`src/rtl/spi_controller_if.sv`:
```
// Command handshake bundle for spi_controller.
//   cmd_valid : requester has a command on cmd_rw/cmd_addr/cmd_data
//   cmd_ready : controller can take a command this cycle
//   cmd_rw    : frame bit 15 (1 = write)
//   cmd_addr  : register address, frame bits 14:8
//   cmd_data  : write data, frame bits 7:0
// master = command source, slave = the controller.
interface spi_controller_if;
  logic       cmd_valid;
  logic       cmd_ready;
  logic       cmd_rw;
  logic [6:0] cmd_addr;
  logic [7:0] cmd_data;

  modport master (
    output cmd_valid, cmd_rw, cmd_addr, cmd_data,
    input  cmd_ready
  );

  modport slave (
    input  cmd_valid, cmd_rw, cmd_addr, cmd_data,
    output cmd_ready
  );
endinterface

```
`src/rtl/spi_controller.sv`:
```
// SPI mode-0 register-command controller.
// Takes one command per valid/ready handshake and sends it as a 16-bit
// frame, MSB first: {rw, addr[6:0], data[7:0]}. All SPI timing comes from clk.
// Ports:
//   clk, rst : system clock, synchronous active-high reset
//   cmd      : command handshake (spi_controller_if.slave)
//   busy     : high in every state other than IDLE
//   done     : one-cycle pulse on the first cycle nCS is high again
//   SCLK     : SPI clock, idles low
//   nCS      : chip select, active low
//   COPI     : serial data out
// All outputs are registered.
module spi_controller #(
  parameter int CLK_DIV  = 4,  // clk cycles per SCLK half-period (2..255)
  parameter int CS_SETUP = 4,  // nCS low before the first shift phase (2..255)
  parameter int CS_HOLD  = 4,  // nCS low after the last SCLK fall (2..255)
  parameter int IDLE_GAP = 4   // minimum nCS high between frames (2..255)
) (
  input  logic              clk,
  input  logic              rst,
  spi_controller_if.slave   cmd,
  output logic              busy,
  output logic              done,
  output logic              SCLK,
  output logic              nCS,
  output logic              COPI
);

  typedef enum logic [2:0] {IDLE, SETUP, SHIFT, HOLD, GAP} state_t;

  // Phase counters run 0 .. N-1, so compare against N-1.
  localparam logic [7:0] DIV_LAST   = 8'(CLK_DIV - 1);
  localparam logic [7:0] SETUP_LAST = 8'(CS_SETUP - 1);
  localparam logic [7:0] HOLD_LAST  = 8'(CS_HOLD - 1);
  localparam logic [7:0] GAP_LAST   = 8'(IDLE_GAP - 1);

  state_t      state_reg;
  logic [7:0]  phase_cnt_reg;
  logic [3:0]  bit_cnt_reg;
  logic [15:0] shift_reg;
  logic        ready_reg;
  logic        busy_reg;
  logic        done_reg;
  logic        sclk_reg;
  logic        ncs_reg;
  logic        copi_reg;

  assign cmd.cmd_ready = ready_reg;
  assign busy          = busy_reg;
  assign done          = done_reg;
  assign SCLK          = sclk_reg;
  assign nCS           = ncs_reg;
  assign COPI          = copi_reg;

  always_ff @(posedge clk) begin
    if (rst) begin
      state_reg     <= IDLE;
      phase_cnt_reg <= 8'd0;
      bit_cnt_reg   <= 4'd0;
      shift_reg     <= 16'd0;
      ready_reg     <= 1'b1;
      busy_reg      <= 1'b0;
      done_reg      <= 1'b0;
      sclk_reg      <= 1'b0;
      ncs_reg       <= 1'b1;
      copi_reg      <= 1'b0;
    end else begin
      done_reg <= 1'b0;
      unique case (state_reg)
        IDLE: begin
          if (cmd.cmd_valid && ready_reg) begin
            shift_reg     <= {cmd.cmd_rw, cmd.cmd_addr, cmd.cmd_data};
            copi_reg      <= cmd.cmd_rw;  // bit 15 is on the line from nCS fall
            ncs_reg       <= 1'b0;
            sclk_reg      <= 1'b0;
            busy_reg      <= 1'b1;
            ready_reg     <= 1'b0;
            phase_cnt_reg <= 8'd0;
            state_reg     <= SETUP;
          end
        end

        SETUP: begin
          if (phase_cnt_reg == SETUP_LAST) begin
            phase_cnt_reg <= 8'd0;
            state_reg     <= SHIFT;
          end else begin
            phase_cnt_reg <= phase_cnt_reg + 8'd1;
          end
        end

        // sclk_reg itself tells which half of the bit we are in. COPI is only
        // touched on the high->low transition, i.e. at the start of a low phase.
        SHIFT: begin
          if (phase_cnt_reg == DIV_LAST) begin
            phase_cnt_reg <= 8'd0;
            if (!sclk_reg) begin
              sclk_reg <= 1'b1;
            end else begin
              sclk_reg <= 1'b0;
              if (bit_cnt_reg == 4'd15) begin
                bit_cnt_reg <= 4'd0;
                state_reg   <= HOLD;
              end else begin
                bit_cnt_reg <= bit_cnt_reg + 4'd1;
                shift_reg   <= {shift_reg[14:0], 1'b0};
                copi_reg    <= shift_reg[14];
              end
            end
          end else begin
            phase_cnt_reg <= phase_cnt_reg + 8'd1;
          end
        end

        HOLD: begin
          if (phase_cnt_reg == HOLD_LAST) begin
            phase_cnt_reg <= 8'd0;
            ncs_reg       <= 1'b1;
            copi_reg      <= 1'b0;
            done_reg      <= 1'b1;
            state_reg     <= GAP;
          end else begin
            phase_cnt_reg <= phase_cnt_reg + 8'd1;
          end
        end

        GAP: begin
          if (phase_cnt_reg == GAP_LAST) begin
            phase_cnt_reg <= 8'd0;
            busy_reg      <= 1'b0;
            ready_reg     <= 1'b1;
            state_reg     <= IDLE;
          end else begin
            phase_cnt_reg <= phase_cnt_reg + 8'd1;
          end
        end

        default: begin
          state_reg <= IDLE;
          ready_reg <= 1'b1;
          busy_reg  <= 1'b0;
          ncs_reg   <= 1'b1;
          sclk_reg  <= 1'b0;
          copi_reg  <= 1'b0;
        end
      endcase
    end
  end

endmodule

```
`src/flat_wrapper.sv`:
```
// flat-port wrapper written by rule: the top's interface ports become plain ports
module spi_controller_flat 
#(
  parameter int CLK_DIV  = 4,                                             
  parameter int CS_SETUP = 4,                                                  
  parameter int CS_HOLD  = 4,                                              
  parameter int IDLE_GAP = 4                                              
)
  (clk, rst, busy, done, SCLK, nCS, COPI, cmd_cmd_valid, cmd_cmd_rw, cmd_cmd_addr, cmd_cmd_data, cmd_cmd_ready);
  spi_controller_if cmd_i ();
  input  logic clk;
  input  logic rst;
  output logic busy;
  output logic done;
  output logic SCLK;
  output logic nCS;
  output logic COPI;
  input wire logic [$bits(cmd_i.cmd_valid)-1:0] cmd_cmd_valid;
  input wire logic [$bits(cmd_i.cmd_rw)-1:0] cmd_cmd_rw;
  input wire logic [$bits(cmd_i.cmd_addr)-1:0] cmd_cmd_addr;
  input wire logic [$bits(cmd_i.cmd_data)-1:0] cmd_cmd_data;
  output wire logic [$bits(cmd_i.cmd_ready)-1:0] cmd_cmd_ready;
  assign cmd_i.cmd_valid = cmd_cmd_valid;
  assign cmd_i.cmd_rw = cmd_cmd_rw;
  assign cmd_i.cmd_addr = cmd_cmd_addr;
  assign cmd_i.cmd_data = cmd_cmd_data;
  assign cmd_cmd_ready = cmd_i.cmd_ready;
  spi_controller #(.CLK_DIV(CLK_DIV), .CS_SETUP(CS_SETUP), .CS_HOLD(CS_HOLD), .IDLE_GAP(IDLE_GAP)) u_core (.clk(clk), .rst(rst), .cmd(cmd_i), .busy(busy), .done(done), .SCLK(SCLK), .nCS(nCS), .COPI(COPI));
endmodule
```
`config.mk`:
```
export PLATFORM = sky130hd
export DESIGN_NAME = spi_controller_flat
export DESIGN_NICKNAME = d
export VERILOG_FILES = /design/src/rtl/spi_controller_if.sv /design/src/rtl/spi_controller.sv /design/src/flat_wrapper.sv
export SDC_FILE = /design/constraint.sdc
export NUM_CORES = 1
export LEC_CHECK = 0
export ABC_CLOCK_PERIOD_IN_PS = 5500
export CAP_MARGIN = 20
export CORE_ASPECT_RATIO = 0.6
export CORE_UTILIZATION = 45
export DETAILED_ROUTE_END_ITERATION = 10
export PLACE_DENSITY_LB_ADDON = 0.05
export SYNTH_ARGS = -nofsm -noshare
export SYNTH_HDL_FRONTEND = slang
export SYNTH_SLANG_ARGS = --single-unit
export TNS_END_PERCENT = 1
```
`constraint.sdc`:
```
create_clock -name clk -period 5.5 [get_ports clk]
set_input_delay 0.55 -clock clk [delete_from_list [all_inputs] [get_ports clk]]
set_output_delay 0.55 -clock clk [all_outputs]
set_load 0.1 [all_outputs]
```
* Word-level counts from Yosys, hierarchy flattened
Index checks and enable logic that the tools add are counted.
Widths: inputs -> output; s select.
** Operators by class
- $add $sub $neg :: 2
- Equality and inequality tests :: 14
- Muxes and demuxes :: 33
- Bitwise operators :: 5
- Reduce and logical (&&, ||, !) cells :: 18
** Operators with widths (number)
- $mux 15 :: 4
- $pmux 15 s2 :: 1
- $mux 3 :: 7
- $mux 8 :: 2
- $pmux 8 s2 :: 1
- $pmux 3 s5 :: 1
- $ne 2x1->1 const B :: 7
- $pmux 1 s3 :: 4
- $reduce_and 3->1 :: 4
- $mux 1 :: 11
- $reduce_or 3->1 :: 3
- $add 8x1->8 const B :: 1
- $eq 8x2->1 const B :: 1
- $reduce_and 7->1 :: 1
- $eq 3x2->1 const B :: 2
- $reduce_and 6->1 :: 1
- $not 1->1 :: 5
- $reduce_and 5->1 :: 1
- $add 4x1->4 const B :: 1
- $eq 4x4->1 const B :: 1
- $mux 4 :: 1
- $pmux 1 s4 :: 1
- $reduce_bool 2->1 :: 2
- $reduce_or 2->1 :: 2
- 7 further kinds :: 7
** Storage, ports and cells
- Register bits :: 36
- Input bits :: 19
- Output and inout bits :: 6
- Logic and storage cells :: 82

* Depth between registers and ports, before layout
- Depth in word-level cells :: 5
- Mapped depth :: 6
- Gate-level depth less buffers :: 5

* Worst setup path before layout
Ideal clock, no wire load.
- Path type :: reg-to-reg
- Start point :: reg u_core.ready_reg (netlist: u_core.cmd.cmd_ready)
- End point :: reg u_core.shift_reg[14]
- Setup time :: 133 ps
- Arrival time :: 1975 ps
- Required time :: 5367 ps
- Path slack :: 3392 ps
- Stages on the path, launching flop included :: 6
- Path buffers :: 2
- Period minus slack after synthesis :: 2108 ps
- Cell sequence :: dfxtp_1 -> nand3b_1 -> o32ai_1 -> buf_2 -> buf_2 -> a311oi_1
** Between the ends
- Longest elaborated chain between the ends :: 3
** Ends and longest elaborated chain
- start, declared :: line spi_controller.sv:41 : logic ready_reg;
- start signal, assigned :: line spi_controller.sv:61 : ready_reg <= 1'b1;
- start signal, assigned :: line spi_controller.sv:77 : ready_reg <= 1'b0;
- start signal, assigned :: line spi_controller.sv:131 : ready_reg <= 1'b1;
- $logic_and 1x1->1 :: line spi_controller.sv:71 : if (cmd.cmd_valid && ready_reg) begin
- $ne 2x1->1 (no source line)
- $reduce_and 5->1 (no source line)
- end signal, assigned :: line spi_controller.sv:72 : shift_reg <= {cmd.cmd_rw, cmd.cmd_addr, cmd.cmd_data};
- end signal, assigned :: line spi_controller.sv:106 : shift_reg <= {shift_reg[14:0], 1'b0};
- end, declared :: line spi_controller.sv:40 : logic [15:0] shift_reg;
Every way passes these cells.
A chain may end at the register's enable or synchronous reset.

* Final worst setup path
- Start point :: reg u_core.state_reg[2]
- End point :: reg u_core.shift_reg[9]
** Between the ends
- Longest elaborated chain between the ends :: 3
- Elaborated cells between the ends (all ways) :: 9
- Classes of those cells :: eq/ne: 5; mux: 1; reduce/logical: 3
** Ends and longest elaborated chain
- start, declared :: line spi_controller.sv:37 : state_t state_reg;
- start signal, assigned :: line spi_controller.sv:57 : state_reg <= IDLE;
- start signal, assigned :: line spi_controller.sv:79 : state_reg <= SETUP;
- start signal, assigned :: line spi_controller.sv:86 : state_reg <= SHIFT;
- $eq 3x2->1 or $logic_not 3->1 (tied branches) :: line spi_controller.sv:69 : unique case (state_reg)
- $ne 2x2->1 (no source line), or another cell as far along
- $reduce_and 5->1 (no source line)
Parallel ways exist; a longest one is shown, timed or not.

==> metrics.yaml <==
cts_tree: "done"
timing.rr.start: "u_core.state_reg[2]"
holdPathEnd: "u_core.COPI"
hpwl_mm: 2.941
core_um2: 3786
cp-start-kind: "flop"
p_per_area_nw_per_um2: 278.3
r2r_slack_ns: 2.66
htree_levels: 2
yosysTopAreaCellShare_pct: 39.24
routabilityCongestion: 0.8390
worstPathCellList: "or3b_1, a21o_1, a21oi_1, a311oi_1"
r2r_cells: 4
status: "complete, but fails checks"
internal-power_uw: 452.3
netlist_area_um2: 1837
holdWs_ns: 0.4814
mostFrequentLayoutCells: "dfxtp_1, a21oi_1, clkdlybuf4s50_1"
max_stage_delay_ns: 0.85
clk_pin_slew_ns: 0.07
nNetsFinal: 242
fmax_mhz: 351.7
n_antenna_cell: 0
die_w_um: 84.48
finalSetupViolations: 0
hold_depth: 2
ys_seq_area_share_pct: 39.24
drc: 1
die_y_um: 51.49
ant_nets: 0
cp.arrival_ns: 3.03
crit_path_max_fanout: 29
area_delta_synth_final_pct: 19.75
antenna_found_initial: 0
num_vias: 1601
clock-sinks: 36
maxCapViolations: 0
start_util_pct: 48.51
yosys_warnings: 0
crit_buf_inv: 0
p_sw_uw: 159.9
rsz0062_at_grt: "no"
worst_pin_slew_ns: 0.9674
final-max-slew-violation-count: 0
vdd.ir_drop.worst_mv: 0.1768
slew_headroom_pct: 35.30
worst_path_max_delay_cell: "or3b_1"
clock_skew_ns: 0.007551
placementRows: 17
grt_pass1_vias: 1455
root_buffer: "clkbuf_8"
num_io_pins: 25
clockPowerShare_pct: 36.9
syn_area_per_cell_um2: 9.004
period_needed_ns: 2.843
violations: "design-rule violations"
first_pass_iters: 7
min_period_over_period_pct: 51.69
viasPerCell: 5.952
holdCritStartpoint: "u_core.COPI"
grt_pass1_wl_mm: 7.120
die_area_um2: 4349
comb_power_share_pct: 16.0
hold_path.class: "reg2reg"
wl_per_cell_um: 15.74
port_buffers: 24
p_seq_share_pct: 47.1
critPathKind: "reg2reg"
layout_commonest_cell: "dfxtp_1"
yosys-top-cells-area: "dfxtp_1, mux2i_1, a311oi_1, a21oi_1, buf_2"
grt_start_max_net_pins: 31
post_cts_resized: 0
p_leak_nw: 0.8939
wirelength_mm: 4.233
syn_inst: 204
swShare_pct: 26.12
setup_tns_ns: 0
grt_overflow_total: 0
clock_latency_ns: 0.28
drive_above_1_share_pct: 6.306
post-cts-setup-buffer-count: 0
synth_cell_type_count: 43
grt_usage_pct: 21.31
r2r-end: "u_core.shift_reg[9]"
cts_hold_buf: 0
cp.required_ns: 5.68
cts_buffers: 5
synth_nets: 225
dr.first_iter.drc_count: 126
synth-seq-cells: 36
cp-end-kind: "flop"
yosysTopAreaCell: "dfxtp_1"
crit_family: "compound AO/OA/AOI/OAI gates"
cts_buffer_depth: 2
largest_register_ffs: 15
hold_viol_final: 0
==> how the worst max path moves through the flow <==
| stage | startpoint | end | cells after the start |
|---|---|---|---|
| after global placement | rst | u_core.phase_cnt_reg[3] | 5 |
| after detailed placement | rst | u_core.phase_cnt_reg[3] | 5 |
| after CTS | u_core.state_reg[2] | u_core.shift_reg[6] | 4 |
| after floorplan | u_core.cmd.cmd_ready | u_core.shift_reg[14] | 5 |
| after global routing | u_core.state_reg[2] | u_core.shift_reg[3] | 4 |
| final | u_core.state_reg[2] | u_core.shift_reg[9] | 4 |
==> cell usage after synthesis <==
| library cell | n |
|---|---|
| dfxtp_1 | 36 |
| a21oi_1 | 24 |
| mux2i_1 | 17 |
| a311oi_1 | 15 |
| nand2_1 | 13 |
| buf_2 | 11 |
| nor2_1 | 10 |
| nand3_1 | 9 |
| a211oi_1 | 5 |
| clkbuf_1 | 5 |
| nor3_1 | 5 |
| a22o_1 | 4 |
| inv_1 | 4 |
| o21ai_0 | 4 |
| o21a_1 | 3 |
| or3_1 | 3 |
| a21o_1 | 2 |
| and2_1 | 2 |
| and3_1 | 2 |
| and3b_1 | 2 |
| ha_1 | 2 |
| nand3b_1 | 2 |
| nand4_1 | 2 |
| nor3b_1 | 2 |
| xor2_1 | 2 |
| a2111oi_2 | 1 |
| a221o_1 | 1 |
| a221oi_1 | 1 |
| a31oi_1 | 1 |
| a32o_1 | 1 |
| and4bb_2 | 1 |
| nand3_2 | 1 |
| nand4b_1 | 1 |
| nor4_1 | 1 |
| nor4_4 | 1 |
| o211a_1 | 1 |
| o211ai_1 | 1 |
| o22ai_1 | 1 |
| o32ai_1 | 1 |
| or2_1 | 1 |
| or3b_1 | 1 |
| or4_1 | 1 |
| xnor2_1 | 1 |
==> metrics by stage <==
stage | area (um^2) | worst slack, ns | std cells | utilization (%) | power (mW)
5_1_grt | 2200 | 2.356 | 269 | 58.10 | 0.6386
4_1_cts | 2185 | 2.654 | 268 | 57.70 | 0.6162
3_3_place_gp | 2077 | 2.740 | 260 | 54.86 | 0.3867
3_5_place_dp | 2077 | 2.673 | 260 | 54.86 | 0.3894
2_1_floorplan | 1837 | 3.392 | 204 | - | 0.3590
6_report | 2200 | 2.657 | 269 | 58.10 | 0.6121
==> tightest hold or removal path, cell delays in order, from the launching register on <==
cell and delay [ns]:
dfxtp_1 0.32, nand2_1 0.06, mux2i_1 0.05
==> metal layers <==
metal / up-vias / GRT usage (%) / wire, um
met5: - / 0 / 0
li1: 816 / - / -
met2: 41 / 30.35 / 1782
met1: 742 / 31.49 / 2177
met4: 0 / 5.367 / 7
met3: 2 / 5.654 / 265
==> area by class of cell <==
class	count	area (um^2)
Clock buffer	6	72.57
Multi-Input combinational cell	148	1035
Timing Repair Buffer	26	262.8
Tap cell	47	58.81
Inverter	4	15.01
Sequential cell	36	720.7
Clock inverter	2	35.03
Fill cell	343	1587
==> power by group through the flow <==
| stage | Sequential (mW) | Clock (mW) | Combinational (mW) |
|---|---|---|---|
| floorplan | 0.310 | 0 | 0.0488 |
| CTS | 0.288 | 0.232 | 0.0963 |
| finish | 0.288 | 0.226 | 0.0982 |
| global route | 0.290 | 0.243 | 0.105 |
| global placement | 0.293 | 0 | 0.0935 |
| detailed placement | 0.294 | 0 | 0.0957 |
==> cells by family (layout without fill, tap and decap cells) <==
| kind of cell | after synthesis | after routing | synth area share (%) |
|---|---|---|---|
| AOI/OAI and AO/OA | 66 | 66 | 25.27 |
| xor gates and xnor gates | 3 | 3 | 1.431 |
| adders and majority gates | 2 | 2 | 1.362 |
| buffers and inverters | 20 | 38 | 4.836 |
| DFF | 36 | 36 | 39.24 |
| muxes | 17 | 17 | 9.264 |
| and+or+nand+nor | 60 | 60 | 18.60 |
(Power assumes the default switching activity.)
